==> config.mk <==
export PLATFORM = sky130hd
export DESIGN_NAME = dram_controller
export DESIGN_NICKNAME = d
export VERILOG_FILES = /design/src/rtl/dram_controller.sv
export SDC_FILE = /design/constraint.sdc
export NUM_CORES = 1
export LEC_CHECK = 0
export CAP_MARGIN = 20
export CORE_ASPECT_RATIO = 1.5
export CORE_MARGIN = 2
export CORE_UTILIZATION = 44
export DETAILED_ROUTE_END_ITERATION = 10
export GPL_TIMING_DRIVEN = 0
export PLACE_DENSITY = 0.81
export SETUP_SLACK_MARGIN = 0.2
export SYNTH_ARGS = -nofsm -noshare
export SYNTH_HDL_FRONTEND = slang
export SYNTH_SLANG_ARGS = --single-unit
==> constraint.sdc <==
create_clock -name dram_clk -period 2.5 [get_ports dram_clk]
set_clock_uncertainty 0.05 [all_clocks]
set_input_delay 0.5 -clock dram_clk [delete_from_list [all_inputs] [get_ports dram_clk]]
set_output_delay 0.5 -clock dram_clk [all_outputs]
set_load 0.05 [all_outputs]
==> src/rtl/dram_controller.sv <==
// ---------------------------------------------------------------------------
// dram_controller
//
// Single-request, open-page controller for a simple SDRAM-like device.
// It accepts one read or write at a time and sequences the DRAM commands:
// PRE, ACT and RD/WR. Each command lasts one cycle. Each command is followed
// by a wait state whose length is set by a parameter.
//
// Handshake rules:
//   * A request transfers on a rising edge where req_valid && req_ready.
//   * req_ready is high only in IDLE while no response is being presented.
//   * rsp_valid is a one-cycle pulse with no backpressure. rsp_rdata and
//     rsp_err are only meaningful in that cycle and read as 0 otherwise.
//
// Ports:
//   dram_clk, dram_rst        sole clock; synchronous active-high reset
//   req_valid / req_ready     request handshake
//   req_we, req_addr,         request fields; addr row = [20:10],
//   req_wstrb, req_wdata      col = [9:0]
//   rsp_valid, rsp_rdata,     completion pulse, read data, read-timeout flag
//   rsp_err
//   DRAM_CSn/RASn/CASn        active-low command strobes
//   DRAM_WEn[3:0]             per-byte active-low write enables
//   DRAM_A[10:0], DRAM_D      address (row or {1'b0,col}) and write data
//   DRAM_Q, DRAM_valid        read data and its qualifier
//   dbg_state                 current FSM state (for observation only)
// ---------------------------------------------------------------------------
module dram_controller #(
  parameter int T_RCD = 5,   // ACT to RD/WR wait cycles, 1..15
  parameter int T_RP  = 5,   // PRE to ACT wait cycles, 1..15
  parameter int T_WR  = 5,   // WR to response wait cycles, 1..15
  parameter int T_TO  = 15   // max RD_W cycles without DRAM_valid, 1..63
) (
  input  logic        dram_clk,
  input  logic        dram_rst,
  input  logic        req_valid,
  output logic        req_ready,
  input  logic        req_we,
  input  logic [20:0] req_addr,
  input  logic [3:0]  req_wstrb,
  input  logic [31:0] req_wdata,
  output logic        rsp_valid,
  output logic [31:0] rsp_rdata,
  output logic        rsp_err,
  output logic        DRAM_CSn,
  output logic        DRAM_RASn,
  output logic        DRAM_CASn,
  output logic [3:0]  DRAM_WEn,
  output logic [10:0] DRAM_A,
  output logic [31:0] DRAM_D,
  input  logic [31:0] DRAM_Q,
  input  logic        DRAM_valid,
  output logic [3:0]  dbg_state
);

  typedef enum logic [3:0] {
    S_IDLE  = 4'd0,
    S_PRE   = 4'd1,
    S_PRE_W = 4'd2,
    S_ACT   = 4'd3,
    S_ACT_W = 4'd4,
    S_RD    = 4'd5,
    S_RD_W  = 4'd6,
    S_WR    = 4'd7,
    S_WR_W  = 4'd8
  } state_t;

  localparam logic [5:0] CNT_RCD = 6'(T_RCD);
  localparam logic [5:0] CNT_RP  = 6'(T_RP);
  localparam logic [5:0] CNT_WR  = 6'(T_WR);
  localparam logic [5:0] CNT_TO  = 6'(T_TO);

  // State and bookkeeping
  state_t      state_q, state_d;
  logic [5:0]  cnt_q, cnt_d;
  logic        row_open_q, row_open_d;
  logic [10:0] open_row_q, open_row_d;

  // Request fields captured at accept
  logic        we_q, we_d;
  logic [10:0] row_q, row_d;
  logic [9:0]  col_q, col_d;
  logic [3:0]  wstrb_q, wstrb_d;
  logic [31:0] wdata_q, wdata_d;

  // Registered response
  logic        rsp_valid_q, rsp_valid_d;
  logic [31:0] rsp_rdata_q, rsp_rdata_d;
  logic        rsp_err_q, rsp_err_d;

  logic        accept;
  logic        last_wait;
  logic [10:0] req_row;

  assign req_ready = (state_q == S_IDLE) && !rsp_valid_q;
  assign accept    = req_valid && req_ready;
  assign req_row   = req_addr[20:10];

  // A wait state ends in the cycle its counter reads 1. A count of 0 is
  // treated the same way, so the counter never wraps.
  assign last_wait = (cnt_q <= 6'd1);

  assign rsp_valid = rsp_valid_q;
  assign rsp_rdata = rsp_rdata_q;
  assign rsp_err   = rsp_err_q;
  assign dbg_state = state_q;

  // -------------------------------------------------------------------------
  // State register
  // -------------------------------------------------------------------------
  always_ff @(posedge dram_clk) begin
    if (dram_rst) begin
      state_q     <= S_IDLE;
      cnt_q       <= 6'd0;
      row_open_q  <= 1'b0;
      open_row_q  <= 11'd0;
      we_q        <= 1'b0;
      row_q       <= 11'd0;
      col_q       <= 10'd0;
      wstrb_q     <= 4'd0;
      wdata_q     <= 32'd0;
      rsp_valid_q <= 1'b0;
      rsp_rdata_q <= 32'd0;
      rsp_err_q   <= 1'b0;
    end else begin
      state_q     <= state_d;
      cnt_q       <= cnt_d;
      row_open_q  <= row_open_d;
      open_row_q  <= open_row_d;
      we_q        <= we_d;
      row_q       <= row_d;
      col_q       <= col_d;
      wstrb_q     <= wstrb_d;
      wdata_q     <= wdata_d;
      rsp_valid_q <= rsp_valid_d;
      rsp_rdata_q <= rsp_rdata_d;
      rsp_err_q   <= rsp_err_d;
    end
  end

  // -------------------------------------------------------------------------
  // Next state, counters, row tracking and response generation
  // -------------------------------------------------------------------------
  always_comb begin
    state_d     = state_q;
    cnt_d       = cnt_q;
    row_open_d  = row_open_q;
    open_row_d  = open_row_q;
    we_d        = we_q;
    row_d       = row_q;
    col_d       = col_q;
    wstrb_d     = wstrb_q;
    wdata_d     = wdata_q;
    rsp_valid_d = 1'b0;
    rsp_rdata_d = 32'd0;
    rsp_err_d   = 1'b0;

    unique case (state_q)
      S_IDLE: begin
        if (accept) begin
          we_d    = req_we;
          row_d   = req_row;
          col_d   = req_addr[9:0];
          wstrb_d = req_wstrb;
          wdata_d = req_wdata;
          if (req_we && (req_wstrb == 4'h0)) begin
            // A write with no byte enabled touches nothing in the DRAM.
            // Complete it at once and leave the page state unchanged.
            rsp_valid_d = 1'b1;
          end else if (row_open_q && (open_row_q == req_row)) begin
            state_d = req_we ? S_WR : S_RD;
            cnt_d   = req_we ? CNT_WR : CNT_TO;
          end else if (row_open_q) begin
            state_d = S_PRE;
            cnt_d   = CNT_RP;
          end else begin
            state_d = S_ACT;
            cnt_d   = CNT_RCD;
          end
        end
      end

      S_PRE: begin
        row_open_d = 1'b0;
        state_d    = S_PRE_W;
      end

      S_PRE_W: begin
        if (last_wait) begin
          state_d = S_ACT;
          cnt_d   = CNT_RCD;
        end else begin
          cnt_d = cnt_q - 6'd1;
        end
      end

      S_ACT: begin
        row_open_d = 1'b1;
        open_row_d = row_q;
        state_d    = S_ACT_W;
      end

      S_ACT_W: begin
        if (last_wait) begin
          state_d = we_q ? S_WR : S_RD;
          cnt_d   = we_q ? CNT_WR : CNT_TO;
        end else begin
          cnt_d = cnt_q - 6'd1;
        end
      end

      S_RD: begin
        state_d = S_RD_W;
      end

      S_RD_W: begin
        // Data arriving in the final wait cycle still counts as a good read.
        if (DRAM_valid) begin
          rsp_valid_d = 1'b1;
          rsp_rdata_d = DRAM_Q;
          state_d     = S_IDLE;
          cnt_d       = 6'd0;
        end else if (last_wait) begin
          // The device did not answer, so its page state is unknown.
          // Force an ACT on the next access.
          rsp_valid_d = 1'b1;
          rsp_err_d   = 1'b1;
          row_open_d  = 1'b0;
          state_d     = S_IDLE;
          cnt_d       = 6'd0;
        end else begin
          cnt_d = cnt_q - 6'd1;
        end
      end

      S_WR: begin
        state_d = S_WR_W;
      end

      S_WR_W: begin
        if (last_wait) begin
          rsp_valid_d = 1'b1;
          state_d     = S_IDLE;
          cnt_d       = 6'd0;
        end else begin
          cnt_d = cnt_q - 6'd1;
        end
      end

      default: begin
        state_d = S_IDLE;
        cnt_d   = 6'd0;
      end
    endcase
  end

  // -------------------------------------------------------------------------
  // DRAM command bus, decoded from the current state
  // -------------------------------------------------------------------------
  always_comb begin
    DRAM_CSn  = 1'b1;
    DRAM_RASn = 1'b1;
    DRAM_CASn = 1'b1;
    DRAM_WEn  = 4'hF;
    DRAM_A    = 11'd0;
    DRAM_D    = 32'd0;

    unique case (state_q)
      S_PRE: begin
        DRAM_CSn  = 1'b0;
        DRAM_RASn = 1'b0;
        DRAM_WEn  = 4'h0;
      end
      S_ACT: begin
        DRAM_CSn  = 1'b0;
        DRAM_RASn = 1'b0;
        DRAM_A    = row_q;
      end
      S_RD: begin
        DRAM_CSn  = 1'b0;
        DRAM_CASn = 1'b0;
        DRAM_A    = {1'b0, col_q};
      end
      S_WR: begin
        DRAM_CSn  = 1'b0;
        DRAM_CASn = 1'b0;
        DRAM_WEn  = ~wstrb_q;
        DRAM_A    = {1'b0, col_q};
        DRAM_D    = wdata_q;
      end
      default: begin
      end
    endcase
  end

endmodule
==> results by group <==
Die
  – Site row count: 45
  – DIE AREA: 0.01139 mm^2
  – Initial Util: 0.4548
  – Placeable Area: 0.01019 mm^2
  – IO Count: between 150 and 200
  – Die width: approximately 90 um
  – Die Y: 129.7 um

Drt
  – Detailed Routing Iterations Pass 1: 5
  – Vias: 4902
  – Initial drt markers: 262
  – Drt drc: 0
  – WL/cell: 16.60 um
  – Vias per cell: about 5.2
  – Final ANT Viol Nets: 0
  – Detailed Route WL: 15740 um

STA
  – Tmin final: 2.345 ns
  – Final Hold Viols: 0
  – Final Setup Violations: 0
  – Rel. slew slack: 0.6075
  – Pins Over Slew Limit: 0
  – Slew @ Worst Pin: 0.5887 ns
  – Max Fclk: 0.4265 GHz
  – RSZ-0062 raised after global routing: yes
  – Final period util: 0.9380

Yosys
  – Post-synth top area share: 0.4924
  – Dominant cell type by area after synthesis: dfxtp_1
  – Syn Std Cell Area: 0.004634 mm^2
  – Flops & latches, synth: 114
  – Synth Area per Inst: 7.990 um^2
  – Total nets after synthesis: 676
  – Synth Flop Type: dfxtp_1
  – Synth top area cells: dfxtp_1, nand2_1, and2_1
  – Syn Inst Count: 580
  – Yosys cell types: 42
  – Seq/Total Area, Yosys: 0.4924
  – Asr flop ratio synth: 0
  – Synth warn: 0
  – Post-synth EDFFs: 0

Critical path
  – CP peak stage delay: 0.38 ns
  – Critical path launch point type: flop
  – Most frequent CP cell: clkbuf_16
  – Last element of the critical path: DRAM_D[29]
  – Crit path buf inv count: 3
  – CP Cell Sequence: nor2b_4, and3_4, clkbuf_16, clkbuf_16, and2_4, buf_8
  – R2R cell count: 6
  – CP arrival: 1.79 ns
  – Critical path class: reg2out
  – Crit. path cell count: 6
  – RR Startpoint: dbg_state[3]
  – Endpoint class of the critical path: output pin
  – Critical Path Start: dbg_state[2]
  – Reg-to-Reg End: dbg_state[1]
  – Worst path slowest cell: dfxtp_4
  – FF-to-FF setup slack: roughly 0.16 ns
  – CP required: 1.95 ns
  – CP top delay family: simple AND/OR/NAND/NOR gates
  – CP Max Fanout: 7

Place
  – Placed Instance Area: 0.006726 mm^2
  – Port buffer count: roughly 180
  – Routability cong.: about 0.95
  – DP HPWL: 10740 um
  – Dpl cells: 903

Power
  – Clk pwr share: 0.339
  – Sw Ratio: 0.3514
  – Combinational group share of total power: 0.352
  – Switching power: 2.552 mW
  – P_int: roughly 4.7 mW
  – Pwr dens: 918.0 mW/mm^2
  – Leakage power: 3.230 nW
  – Peak supply drop: 617.9 uV
  – Sequential share of power: 0.309

Global routing
  – Vias in the first global route: around 4800
  – Antenna violations before repair: 0
  – Largest net degree at the start of global routing: 17
  – GRT overflow: 0
  – First-pass GRT wire length: 23240 um
  – GR Util All Layers: 0.2680

Layout
  – Nets: 889
  – Area growth syn-to-layout: 70.71%
  – Final cell count without fillers: 948
  – Fillcell total: 644
  – Fin area: about 0.008 mm^2
  – Layout cells sized above 1: 0.2171

Outcome
  – Outcome: finished clean

CTS
  – CTS Hold Buffers Added: 0
  – CTS root buf: clkbuf_16
  – Worst-Skew Late Latency: 0.41 ns
  – CTS Sinks: around 110
  – CTS tree: done
  – Maximum root-to-sink buffer count: 2
  – Clock slew at reported path FFs: 0.06 ns
  – Total CTS buffers: 17
  – Number of H-tree levels: 4

Worst hold path
  – Min-delay worst type: reg2reg

Run
  – # Max-Cap Violations: 0
## metal layers
metal,GRT usage,routed length [um],part of all wire,vias to the layer above
met5,0,0,0,-
met4,0.1403,638,0.041,0
met3,0.1126,1369,0.087,52
met2,0.4742,8478,0.54,244
met1,0.2613,5252,0.33,2277
li1,-,-,-,2329
## cells in the mapped netlist, types with 5 or more instances
cell type  instances
nand2_1          176
inv_1              9
buf_2              7
nor3_1             8
a21oi_1           79
dfxtp_1          114
nor2_1            15
and2_1            66
clkbuf_1          31
xnor2_1            8
xor2_1             5
## metrics by stage
| stage | setup WS (ns) | total power [mW] | setup TNS, ns | hold slack (ns) | utilization |
|---|---|---|---|---|---|
| 2_1_floorplan | 0.2019 | 3.681 | 0 | 0.3817 | - |
| 3_3_place_gp | -0.7634 | 4.338 | -28.30 | 0.3873 | 0.6600 |
| 3_5_place_dp | -0.7545 | 4.397 | -28.21 | 0.3923 | 0.6600 |
| 4_1_cts | 0.09769 | 6.988 | 0 | 0.3991 | 0.7352 |
| 5_1_grt | 0.1017 | 7.581 | 0 | 0.4179 | 0.7761 |
| 6_report | 0.1551 | 7.263 | 0 | 0.4026 | 0.7763 |
## layout by cell type, fill, tap and decap left out, types with 4 or more instances in the layout
master	count
o31ai_1	4
inv_1	7
or2_2	4
nand2_1	159
nand2_4	7
and2_1	50
and2_4	16
a21oi_4	4
nor2_1	11
clkbuf_8	8
clkbuf_1	22
nand2_2	10
buf_6	18
or3_1	4
clkdlybuf4s50_1	130
dfxtp_1	110
clkbuf_16	21
buf_4	15
a21oi_1	75
buf_8	27
nor3_1	6
buf_2	4
xnor2_1	8
xor2_1	5
o21ai_0	4
## logic make-up after synthesis
logic type	synth area share
flip-flops	0.4924
buffers and inverters	0.03996
multiplexers	0.007289
AO/OA/AOI/OAI	0.1309
AND/OR/NAND/NOR	0.2994
XOR/XNOR	0.02457
adder cells (fa/ha/maj)	0.005399
## state kept, by name, indices dropped and copies added, names as in the netlist, 4 cells and up
name,flops
wdata_q,32
open_row_q,11
dbg_state,4
wstrb_q,4
row_q,11
rsp_rdata,32
cnt_q,6
col_q,10
## power by group through the flow
stage,registers (mW),logic (mW),clock network [mW]
after detailed placement,2.25,2.15,0
final,2.24,2.56,2.46
after CTS,2.22,2.29,2.48
after floorplan,2.28,1.41,0
after global routing,2.27,2.73,2.58
after global placement,2.23,2.11,0
## final cells by class
class,instances,area (um^2),share of cell area
multi-input combinational,419,2394,0.3025
sequential,114,2295,0.2901
timing repair buffer,194,2090,0.2641
clock buffer,23,478.0,0.06041
buffer,38,310.3,0.03922
tap,141,176.4,0.02230
clock inverter,9,128.9,0.01629
inverter,9,37.54,0.004745
antenna,1,2.502,0.0003163
## timing repair
item | 4_1_cts | 5_1_grt
gates resized for setup | 352 | 117
pin swaps | 2 | 18
gates cloned | 3 | 1
setup endpoints to repair | 66 | 100
setup buffers | 2 | 6
## worst min path at each step
stage / from / to / depth (start not counted)
floorplan: wdata_q[26] / wdata_q[26] / 2
finish: wdata_q[25] / wdata_q[25] / 2
CTS: wdata_q[25] / wdata_q[25] / 2
global route: wdata_q[4] / wdata_q[4] / 2
global placement: wdata_q[26] / wdata_q[26] / 2
detailed placement: wdata_q[25] / wdata_q[25] / 2
## tightest hold or removal path, stage by stage (launching register included)
cell and delay, ns:
dfxtp_1 0.30, nand2_1 0.05, a21oi_1 0.05
Note: power is estimated with default switching activity, not from simulation.
